<file path="src/rtl/weight_stream_mem.sv">
// Multi-lane weight store with a burst engine that streams consecutive entries
// over valid/ready through a 2-entry skid buffer; lane-masked runtime reload.
module weight_stream_mem #(
  parameter string weight_file   = "",
  parameter int    data_width    = 16,
  parameter int    num_lanes     = 4,
  parameter int    num_weight    = 8,
  parameter int    address_width = 3
) (
  input  logic                            clk,
  input  logic                            rst_n,
  input  logic                            w_en,
  input  logic [address_width-1:0]        w_add,
  input  logic [num_lanes-1:0]            w_mask,
  input  logic [num_lanes*data_width-1:0] w_in,
  input  logic                            start,
  input  logic [address_width-1:0]        base_add,
  input  logic [address_width:0]          burst_len,
  output logic                            busy,
  output logic                            done,
  output logic                            err,
  output logic                            o_valid,
  input  logic                            o_ready,
  output logic [num_lanes*data_width-1:0] o_data,
  output logic                            o_last,
  output logic [address_width-1:0]        o_idx
);
  localparam int          AW = address_width;
  localparam logic [AW:0] NW = (AW+1)'(num_weight);

  typedef logic [num_lanes-1:0][data_width-1:0] entry_t;
  typedef struct packed {
    entry_t        data;
    logic [AW-1:0] idx;
    logic          last;
  } beat_t;
  typedef enum logic [1:0] {IDLE, READ, DRAIN} state_t;

  entry_t mem [num_weight];

  // Storage is deliberately not reset so weights survive rst_n.
  always @(posedge clk) begin
    if (w_en && ({1'b0, w_add} < NW)) begin
      for (int i = 0; i < num_lanes; i++)
        if (w_mask[i]) mem[w_add][i] <= w_in[i*data_width +: data_width];
    end
  end

  state_t        state;
  logic [AW-1:0] rd_addr;
  logic [AW:0]   rd_cnt, len_q;
  entry_t        rd_data;
  logic [AW-1:0] rd_idx;
  logic          rd_last, rd_vld;
  beat_t         slot [2];
  logic          head;
  logic [1:0]    cnt;

  logic          pop, issue, issue_last;
  logic [1:0]    occ;
  logic [AW-1:0] next_addr;

  assign o_valid    = (cnt != 2'd0);
  assign o_data     = slot[head].data;
  assign o_idx      = slot[head].idx;
  assign o_last     = o_valid && slot[head].last;
  assign pop        = o_valid && o_ready;
  // Buffered plus in-flight beats; a read may issue if the slot frees this cycle.
  assign occ        = cnt + 2'(rd_vld);
  assign issue      = (state == READ) && ((occ - 2'(pop)) < 2'd2);
  assign issue_last = (rd_cnt == len_q - 1'b1);
  assign next_addr  = ({1'b0, rd_addr} == NW - 1'b1) ? '0 : rd_addr + 1'b1;

  // Read-first: a same-cycle write to this entry lands after the sample.
  always_ff @(posedge clk) begin
    if (issue) rd_data <= mem[rd_addr];
  end

  always_ff @(posedge clk or negedge rst_n) begin
    if (!rst_n) begin
      state   <= IDLE;
      busy    <= 1'b0;
      done    <= 1'b0;
      err     <= 1'b0;
      rd_addr <= '0;
      rd_cnt  <= '0;
      len_q   <= '0;
      rd_vld  <= 1'b0;
      rd_idx  <= '0;
      rd_last <= 1'b0;
      slot[0] <= '0;
      slot[1] <= '0;
      head    <= 1'b0;
      cnt     <= 2'd0;
    end else begin
      done   <= 1'b0;
      err    <= 1'b0;
      rd_vld <= issue;
      if (issue) begin
        rd_idx  <= rd_addr;
        rd_last <= issue_last;
        rd_addr <= next_addr;
        rd_cnt  <= rd_cnt + 1'b1;
      end
      // At push time at most one slot is held, so the free slot is head^cnt[0].
      if (rd_vld) slot[head ^ cnt[0]] <= '{data: rd_data, idx: rd_idx, last: rd_last};
      if (pop) head <= ~head;
      cnt <= cnt + 2'(rd_vld) - 2'(pop);
      case (state)
        IDLE: if (start) begin
          if ({1'b0, base_add} >= NW) err <= 1'b1;
          else if (burst_len == '0) done <= 1'b1;
          else begin
            state   <= READ;
            busy    <= 1'b1;
            rd_addr <= base_add;
            rd_cnt  <= '0;
            len_q   <= burst_len;
          end
        end
        READ: if (issue && issue_last) state <= DRAIN;
        DRAIN: if (pop && o_last) begin
          state <= IDLE;
          busy  <= 1'b0;
          done  <= 1'b1;
        end
        default: state <= IDLE;
      endcase
    end
  end
endmodule

</file>
<file path="config.mk">
export PLATFORM = sky130hd
export DESIGN_NAME = weight_stream_mem
export DESIGN_NICKNAME = d
export VERILOG_FILES = /design/src/rtl/weight_stream_mem.sv
export SDC_FILE = /design/constraint.sdc
export NUM_CORES = 1
export LEC_CHECK = 0
export CAP_MARGIN = 5
export CORE_ASPECT_RATIO = 0.5
export CORE_MARGIN = 10
export CORE_UTILIZATION = 48
export CTS_CLUSTER_SIZE = 24
export DETAILED_ROUTE_END_ITERATION = 10
export GPL_TIMING_DRIVEN = 0
export PLACE_DENSITY = 0.69
export RECOVER_POWER = 50
export SLEW_MARGIN = 10
export SYNTH_ARGS = -nofsm -noshare
export SYNTH_HDL_FRONTEND = slang
export SYNTH_SLANG_ARGS = --single-unit
</file>
<file path="constraint.sdc">
create_clock -name clk -period 3.5 [get_ports clk]
set_clock_uncertainty 0.1 [all_clocks]
set_input_delay 0.35 -clock clk [delete_from_list [all_inputs] [get_ports clk]]
set_output_delay 0.35 -clock clk [all_outputs]
set_load 0.05 [all_outputs]
</file>
==> out/results.txt, run 1 <==
status -> complete, but fails checks
failing checks -> max-capacitance violations, max-slew violations
Area growth syn-to-layout -> 18.05%
FF+latch area -> 21280 µm²
Nets -> 1670
Worst Setup End Kind -> output pin
Post-synth ARST share -> 21.63%
M2 GR Usage -> 30.85%
grt ovf -> 0
pwr dens -> 923.1 nW/µm²
sum of buffers and inverters on the critical path -> 3
Final Cell Area -> 33420 µm²
worst setup path start -> head
measured slew at the worst slew-check pin -> 2755 ps
Slowest cell on crit path -> clkdlybuf4s50_1
peak supply drop -> 0.5593 mV
CTS Buffer Depth -> 3
drt via density -> 5.622
DRT Wirelength -> 61540 µm
syn nets -> 1411
Post-DP HPWL -> 41210 µm
Clock Latency Late Sink -> 580 ps
Placement Cell Area -> 31430 µm²
most frequent cells after synthesis -> 576 x edfxtp_1, 244 x mux2_2, 159 x dfrtp_1
die height -> 191.7 µm
synth top area cells -> edfxtp_1 61%, dfrtp_1 14%, mux4_2 10%
critical-path cell list -> buf_2, buf_1, mux2_2, clkdlybuf4s50_1
Period minus WS final -> 3394 ps
Max Clock Freq -> 294.7 MHz
crit share post-route -> 96.96%
post-synth top area share -> 61.10%
Hold Path Class -> in -> reg
die width -> 363.5 µm
die area -> 69690 µm²
post-route setup slack -> 106.5 ps
Critical Path Stages -> 4
largest net degree at the start of global routing -> 115
Required @ worst endpoint -> 3050 ps
top_reg_cell synth -> edfxtp_1
Post-route DRC -> 0
GR met3 Demand/Resource -> 2.995%
Setup Viol. Count Final -> 0
Leakage -> 0.01151 µW
global-route track usage on met1 -> 22.89%
Antenna Nets Post-Route -> 0
Syn Area/Cell -> 21.42 µm²
drt initial violations -> 1286
placed insts -> 2278
CP delay by family, top -> buffers and inverters
compound-gate portion of the synthesized area -> 0.4596%
Port Buf Inserts -> 153
Multi-input gate area -> 6691 µm²
DR vias -> 13520
GRT Total Usage -> 17.80%
H-tree depth -> 3
Synth Area in XOR/XNOR -> 0.3447%
share of cells above drive strength 1 -> 33.42%
Synth Area in Adders -> 0.2652%
HP Start -> start
Synth area leader -> edfxtp_1
first-pass GRT wire length -> 92660 µm
Non-Filler Instances -> 2404
max incr delay on CP -> 720 ps
cells after synthesis -> 1322
vias in the first global route -> 14610
CTS buffer count -> 66
RSZ-0062 raised after global routing -> no
Core Util, Final -> 57.75%
reg2reg start -> cnt[0]
Synth Warn # -> 0
sequential share of the synthesized area -> 75.15%
gr busiest metal -> met2
Place WS -> -603.1 ps
num rows -> 62
CTS Sinks -> 735
total negative slack -> 0 ps
kind of critical path -> reg -> out
WP data arrival -> 2940 ps
Clk Tree Root Cell -> clkbuf_16
Post-synth EDFFs -> 576
post-synthesis register bit count -> 735
area of the mapped netlist -> 28310 µm²
Synth Area in Simple Gates -> 1.313%
main combinational cell family by area after synthesis -> multiplexers
io pins -> 155
most frequent cell after synthesis -> edfxtp_1
Pre-antenna DRT Iters -> 5
peak fanout along the critical path -> 10
Final Hold Fails -> 0
hold depth -> 3
worst rel slew slack -> -83.68%
Core ar. -> 57870 µm²
initial core utilization -> 48.92%
Max Cap Viol -> 1
post-synthesis mux area share -> 21.11%
Worst Reg-to-Reg Cells -> 10
CP Launch Type -> register
Synth cell types -> 41
initial antenna violation count -> 19
Fill cells -> 4143
TritonCTS clock tree -> done
Clock transition at path regs -> 70 ps
max-slew violation count -> 46
Routed WL per cell -> 25.60 µm
gpl congestion -> 0.7649
routing by layer:
layer	part of all wire (%)	up-vias
met2	51	400
li1	-	5840
met4	2.9	2
met5	0.021	-
met3	5.0	123
met1	41	7150
cell type report:
type | count | share of cell area (%)
repair inverters | 1 | 0.02246
clock buffers | 97 | 5.443
inverters | 9 | 0.1123
flip-flops and latches | 735 | 63.66
repair buffers | 190 | 6.271
diodes | 5 | 0.03744
clock inverters | 21 | 0.5129
well taps | 768 | 2.875
plain buffers | 60 | 1.045
multi-input cells | 518 | 20.02
final timing paths:
kind                          endpoint  slack (ps)
hold reg to reg               slot[35]         370
max in group asynchronous     slot[91]         530
setup reg to reg           rd_data[44]         270
hold / removal                    done         300
min in group asynchronous         done        1130
setup / recovery            o_data[14]         110
cell usage in the layout, fill, tap and decap left out, types with 11 or more instances in the layout:
cell type / n
buf_2: 20
buf_6: 16
buf_8: 26
clkbuf_1: 47
clkbuf_16: 67
clkdlybuf4s50_1: 66
dfrtp_1: 159
dlygate4sd3_1: 67
dlymetal6s2s_1: 18
edfxtp_1: 576
mux2_1: 28
mux2_2: 244
mux4_2: 128
nand2_1: 11
nor2_1: 23
nor2_2: 14
o21ai_0: 11
cell families after synthesis:
group | Yosys count
flip-flops | 735
adder cells (fa/ha/maj) | 6
buffers and inverters | 69
other | 1
multiplexers | 403
AO/OA/AOI/OAI | 22
XOR/XNOR | 8
AND/OR/NAND/NOR | 78
sequential cells by signal (all words and copies together), names as in the netlist:
name / cells
done: 1
mem: 512
state: 2
len_q: 4
rd_cnt: 4
busy: 1
head: 1
rd_idx: 3
rd_addr: 3
cnt: 2
rd_vld: 1
rd_last: 1
rd_data: 64
slot: 136
worst reg2reg max path, stage by stage, from the launching register on:
cell and delay [ps]:
dfrtp_1 410, o21ai_1 350, inv_1 80, ha_1 290
inv_1 40, ha_1 160, xnor3_1 550, nand2_2 280
clkinvlp_4 190, buf_12 200, buf_12 240
through the flow:
stage	power, µW	hold slack, ps
floorplan	20420	-45.59
global placement	23610	361.4
detailed placement	24360	175.8
CTS	31250	158.6
global route	32260	300.1
finish	30850	296.6
where the power goes:
part           leakage [µW]  internal, µW  total (µW)  switching [µW]
combinational       0.00343          5230       11900            6710
clock              0.000960          3770        6770            3000
sequential          0.00712         11400       12100             762
what timing repair did:
action	CTS	global route
buffers inserted	1	0
resized for setup	4	20
hold buffers	1	0
endpoints found under the hold margin	45	0
cloned	1	0
setup endpoints to repair	66	55
Power figures use the tool's default switching activity.
==> run 2, diff against run 1 <==
PLACE_DENSITY = default   (was 0.69)
PLACE_DENSITY_LB_ADDON = 0.12   (was default)
SKIP_LAST_GASP = 1   (was default)
==> out/results.txt, run 2 (synthesized netlist as in run 1, its figures left out) <==
status -> complete, but fails checks
failing checks -> max-capacitance violations, max-slew violations
Top Registers -> mem (512), slot (136), rd_data (64)
grt ovf -> 0 (unchanged)
pwr dens -> 926.2 nW/µm² (+0.34%)
hold depth -> 3 (unchanged)
gpl congestion -> 0.7484 (-2.2%)
share of cells above drive strength 1 -> 34.05% (+0.63 points)
initial antenna violation count -> 14 (-5)
Worst Reg-to-Reg Cells -> 10 (unchanged)
Max Clock Freq -> 295.6 MHz (+0.31%)
Core Util, Final -> 58.03% (+0.28 points)
DR vias -> 13440 (-0.58%)
Setup Viol. Count Final -> 0 (unchanged)
first-pass GRT wire length -> 92290 µm (-0.39%)
largest net degree at the start of global routing -> 108 (-6.1%)
Port Buf Inserts -> 153 (unchanged)
worst rel slew slack -> -77.85% (+5.8 points)
measured slew at the worst slew-check pin -> 2668 ps (-87.33 ps)
critical-path cell list -> buf_2, buf_1, mux2_2, clkdlybuf4s50_1
vias in the first global route -> 14610 (-0.0068%)
Antenna Nets Post-Route -> 0 (unchanged)
die area -> 69690 µm² (unchanged)
commonest non-fill, non-tap cell in the layout -> edfxtp_1
Post-route DRC -> 0 (unchanged)
io pins -> 155 (unchanged)
Area growth syn-to-layout -> 18.62%
drt initial violations -> 1076 (-16%)
Core ar. -> 57870 µm² (unchanged)
die height -> 191.7 µm (unchanged)
WP data arrival -> 2930 ps (about the same)
max reg flops -> 512 (unchanged)
Leakage -> 0.01147 µW (-0.40%)
Final Hold Fails -> 0 (unchanged)
commonest cells after routing, fill and taps aside -> 576 x edfxtp_1, 244 x mux2_2, 159 x dfrtp_1
Clk Tree Root Cell -> clkbuf_16
Slowest cell on crit path -> clkdlybuf4s50_1
Final Cell Area -> 33580 µm² (+0.48%)
Period minus WS final -> 3383 ps (-10.38 ps)
TritonCTS clock tree -> done
Post-DP HPWL -> 41390 µm (+0.44%)
die width -> 363.5 µm (unchanged)
CTS Sinks -> 735 (unchanged)
kind of critical path -> reg -> out
H-tree depth -> 3 (unchanged)
max incr delay on CP -> 710 ps (about the same)
CP Launch Type -> register
peak fanout along the critical path -> 10 (unchanged)
peak supply drop -> 0.5029 mV (-10%)
Max Cap Viol -> 1 (unchanged)
Clock Latency Late Sink -> 590 ps (about the same)
Hold Path Class -> in -> reg
RSZ-0062 raised after global routing -> no
Nets -> 1671 (+0.060%)
Clock transition at path regs -> 60 ps (about the same)
Worst Setup End Kind -> output pin
Routed WL per cell -> 25.62 µm (about the same)
Pre-antenna DRT Iters -> 5 (unchanged)
Placement Cell Area -> 31500 µm² (+0.25%)
num rows -> 62 (unchanged)
CTS buffer count -> 66 (unchanged)
GRT Total Usage -> 17.82% (+0.019 points)
Biggest register -> mem
drt via density -> 5.580 (-0.75%)
crit share post-route -> 96.66% (-0.30 points)
max-slew violation count -> 53 (+15%)
Required @ worst endpoint -> 3050 ps (about the same)
DRT Wirelength -> 61700 µm (+0.26%)
CTS Buffer Depth -> 3 (unchanged)
initial core utilization -> 48.92% (unchanged)
[run 2: cell types whose count changed in the layout (fill, tap and decap cells not counted), sizes merged]
cell / before / now
buf: 76 / 78
clkinv: 13 / 15
clkbuf: 118 / 120
clkdlybuf4s25: 0 / 1
clkdlybuf4s15: 0 / 1
clkdlybuf4s50: 66 / 76
bufinv: 2 / 1
dlymetal6s2s: 18 / 0
diode: 5 / 7
inv: 12 / 10
dlygate4sd2: 2 / 10
clkinvlp: 4 / 1
[run 2: final cells by class]
cell class	instances	area, µm²
fillers	4207	24290
flip-flops and latches	735	21280
multi-input cells	518	6694
repair buffers	192	2145
clock buffers	101	1981
well taps	768	960.9
plain buffers	60	359.1
clock inverters	18	112.6
inverters	9	37.54
diodes	7	17.52
[run 2: routing by layer]
| layer | part of all wire, % | global-route usage [%] | wire length (µm) |
|---|---|---|---|
| met1 | 42 | 23.15 | 25770 |
| met2 | 51 | 30.48 | 31320 |
| met3 | 5.5 | 3.802 | 3397 |
| met4 | 2.0 | 4.692 | 1212 |
| met5 | 0 | 0 | 0 |
[run 2: metrics by stage]
stage	power, µW	setup slack, ps	hold WS (ps)	TNS (ps)	std cells
CTS	31540	18.77	156.7	0	2401
finish	31100	116.9	297.7	0	2408
detailed placement	24390	-492.3	202.0	-27330	2278
global placement	23690	-4630	359.1	-834360	2243
floorplan	20420	14.97	-45.59	0	1322
global route	32560	26.64	330.2	0	2405
[run 2: final timing paths]
| check | slack (ps) | startpoint | end |
|---|---|---|---|
| max | 120 | head | o_data[15] |
| min | 300 | start | done |
| max reg2reg | 370 | cnt[0] | rd_data[25] |
| min reg2reg | 390 | rd_data[0] | slot[4] |
| max in group asynchronous | 440 | rst_n | slot[112] |
| min in group asynchronous | 1230 | rst_n | slot[78] |
[run 2: critical path, delay by kind of cell (launching register included)]
| family | cells | cell delay [ps] |
|---|---|---|
| buffers and inverters | 3 | 1570 |
| DFF | 1 | 310 |
| muxes | 1 | 440 |
[run 2: power by group]
group | internal, µW | switching (µW) | leakage (µW)
clock | 3990 | 3080 | 0.00103
sequential | 11400 | 739 | 0.00712
combinational | 5270 | 6650 | 0.00331
[run 2: repair_timing]
action                     4_1_cts  5_1_grt
buffers inserted                 3        0
gates cloned                     0        0
hold endpoints to repair        52        0
resized for setup               13        2
hold buffers                     1        0
setup endpoints to repair       94       61
==> run 3, diff against run 2 <==
GPL_TIMING_DRIVEN = default   (was 0)
==> out/results.txt, run 3 (synthesized netlist as in run 1, its figures left out) <==
Nets -> 1625 (-2.8%)
first-pass GRT wire length -> 87370 µm (-5.3%)
Clock Latency Late Sink -> 590 ps (about the same)
commonest non-fill, non-tap cell in the layout -> edfxtp_1
CTS Sinks -> 735 (unchanged)
DR vias -> 13010 (-3.1%)
die area -> 69690 µm² (unchanged)
Post-DP HPWL -> 34170 µm (-17%)
total negative slack -> 0 ps (unchanged)
Leakage -> 0.01127 µW (-1.7%)
Min Hold Slack -> 293.0 ps (-4.622 ps)
Worst Reg-to-Reg Cells -> 9 (-1)
Core ar. -> 57870 µm² (unchanged)
Clk Tree Root Cell -> clkbuf_16
share of cells above drive strength 1 -> 32.41% (-1.6 points)
RSZ-0062 raised after global routing -> no
crit path capture -> o_data[14]
Required @ worst endpoint -> 3050 ps (about the same)
reg2reg start -> cnt[0]
status -> finished, final reports clean
Clock transition at path regs -> 70 ps (about the same)
Post-CTS Repair Setup Buffers -> 0 (-3)
die width -> 363.5 µm (unchanged)
Max Cap Viol -> 0 (-1)
GRT Total Usage -> 16.53% (-1.3 points)
worst setup path start -> head
Antenna Nets Post-Route -> 0 (unchanged)
initial antenna violation count -> 8 (-6)
largest net degree at the start of global routing -> 107 (-0.93%)
pwr dens -> 923.6 nW/µm² (-0.28%)
Top Registers -> mem (512), slot (136), rd_data (64)
CTS resizes -> 0 (-13)
grt ovf -> 0 (unchanged)
crit share post-route -> 93.51% (-3.2 points)
CTS buffer count -> 66 (unchanged)
commonest cells after routing, fill and taps aside -> 576 x edfxtp_1, 244 x mux2_2, 155 x dfrtp_1
H-tree depth -> 3 (unchanged)
vias in the first global route -> 14130 (-3.3%)
die height -> 191.7 µm (unchanged)
CTS Buffer Depth -> 3 (unchanged)
Area growth syn-to-layout -> 17.05%
CP Launch Type -> register
Final Cell Area -> 33140 µm² (-1.3%)
peak fanout along the critical path -> 42 (+32)
initial core utilization -> 48.92% (unchanged)
measured slew at the worst slew-check pin -> 1272 ps (-1395 ps)
TritonCTS clock tree -> done
Port Buf Inserts -> 153 (unchanged)
Non-Filler Instances -> 2364 (-1.8%)
Max Clock Freq -> 305.6 MHz (+3.4%)
max-slew violation count -> 0 (-100%)
Setup Viol. Count Final -> 0 (unchanged)
worst rel slew slack -> 15.17% (+93 points)
Overall Power -> 30610 µW (-1.6%)
Hold Path Class -> in -> reg
io pins -> 155 (unchanged)
peak supply drop -> 0.5626 mV (+12%)
drt initial violations -> 838 (-22%)
Pre-antenna DRT Iters -> 4 (-1)
placed insts -> 2235 (-1.9%)
Placement Cell Area -> 31000 µm² (-1.6%)
max reg flops -> 512 (unchanged)
Post-route DRC -> 0 (unchanged)
kind of critical path -> reg -> out
Worst Setup End Kind -> output pin
worst r2r dst -> rd_data[14]
Period minus WS final -> 3273 ps (-110.5 ps)
WP data arrival -> 2820 ps (-110 ps)
gpl congestion -> 0.7306 (-2.4%)
R2R setup slack -> 430 ps (+60 ps)
DRT Wirelength -> 56700 µm (-8.1%)
Final Hold Fails -> 0 (unchanged)
drt via density -> 5.505 (-1.3%)
Routed WL per cell -> 23.98 µm (-6.4%)
num rows -> 62 (unchanged)
Biggest register -> mem
## run 3: cell count changes in the layout (fill, tap and decap cells not counted), moves of 5 or more
cell / delta
buf_1: -8
nor2_1: +16
buf_8: -25
dlygate4sd2_1: -10
buf_12: +5
buf_6: -11
buf_2: -19
nor2_2: -16
clkdlybuf4s50_1: +11
buf_4: +27
buf_16: -5
## run 3: report_power, final
group / switching, µW / total [µW] / internal [µW] / leakage (µW)
Clock: 3040 / 7220 / 4180 / 0.00104
Combinational: 5850 / 11000 / 5120 / 0.00311
Sequential: 1030 / 12400 / 11400 / 0.00712
Total: 9920 / 30600 / 20700 / 0.0113
## run 3: worst max-delay path, cell delays in order, from the launching register on
cell             delay (ps)
dfrtp_4                 770
buf_12                  320
mux2_2                  370
clkdlybuf4s50_1         730
## run 3: worst min-delay path by stage
stage,cells past startpoint,startpoint,slack (ps),to
final,3,start,290,done
after global routing,3,start,270,done
after CTS,3,start,270,done
after detailed placement,1,slot[32],380,slot[32]
after global placement,1,rd_data[31],360,slot[35]
after floorplan,0,rst_n,-50,busy
## run 3: timing repair
item / CTS / global route
endpoints found under the setup margin: 0 / 0
hold buffers: 1 / 0
endpoints found under the hold margin: 104 / 0
## run 3: cell type report
cell class | instances | area (µm²)
diodes | 7 | 17.52
clock buffers | 102 | 1966
clock inverters | 19 | 195.2
fillers | 4291 | 24730
inverters | 9 | 37.54
multi-input cells | 518 | 6669
flip-flops and latches | 735 | 21290
well taps | 768 | 960.9
repair buffers | 206 | 2006
## run 3: layer usage
layer | vias to the layer above | track usage (%) | wire, µm
met5 | - | 0 | 0
met4 | 0 | 3.617 | 873
met3 | 75 | 3.181 | 2375
met2 | 230 | 28.44 | 29220
met1 | 6964 | 21.85 | 24230
li1 | 5745 | - | -
## run 3: through the flow
stage | util (%) | worst slack [ps]
after floorplan | - | 14.97
after global placement | 53.57 | 251.6
after detailed placement | 53.57 | 218.2
after CTS | 57.33 | 171.4
after global routing | 57.23 | 120.3
final | 57.26 | 227.3
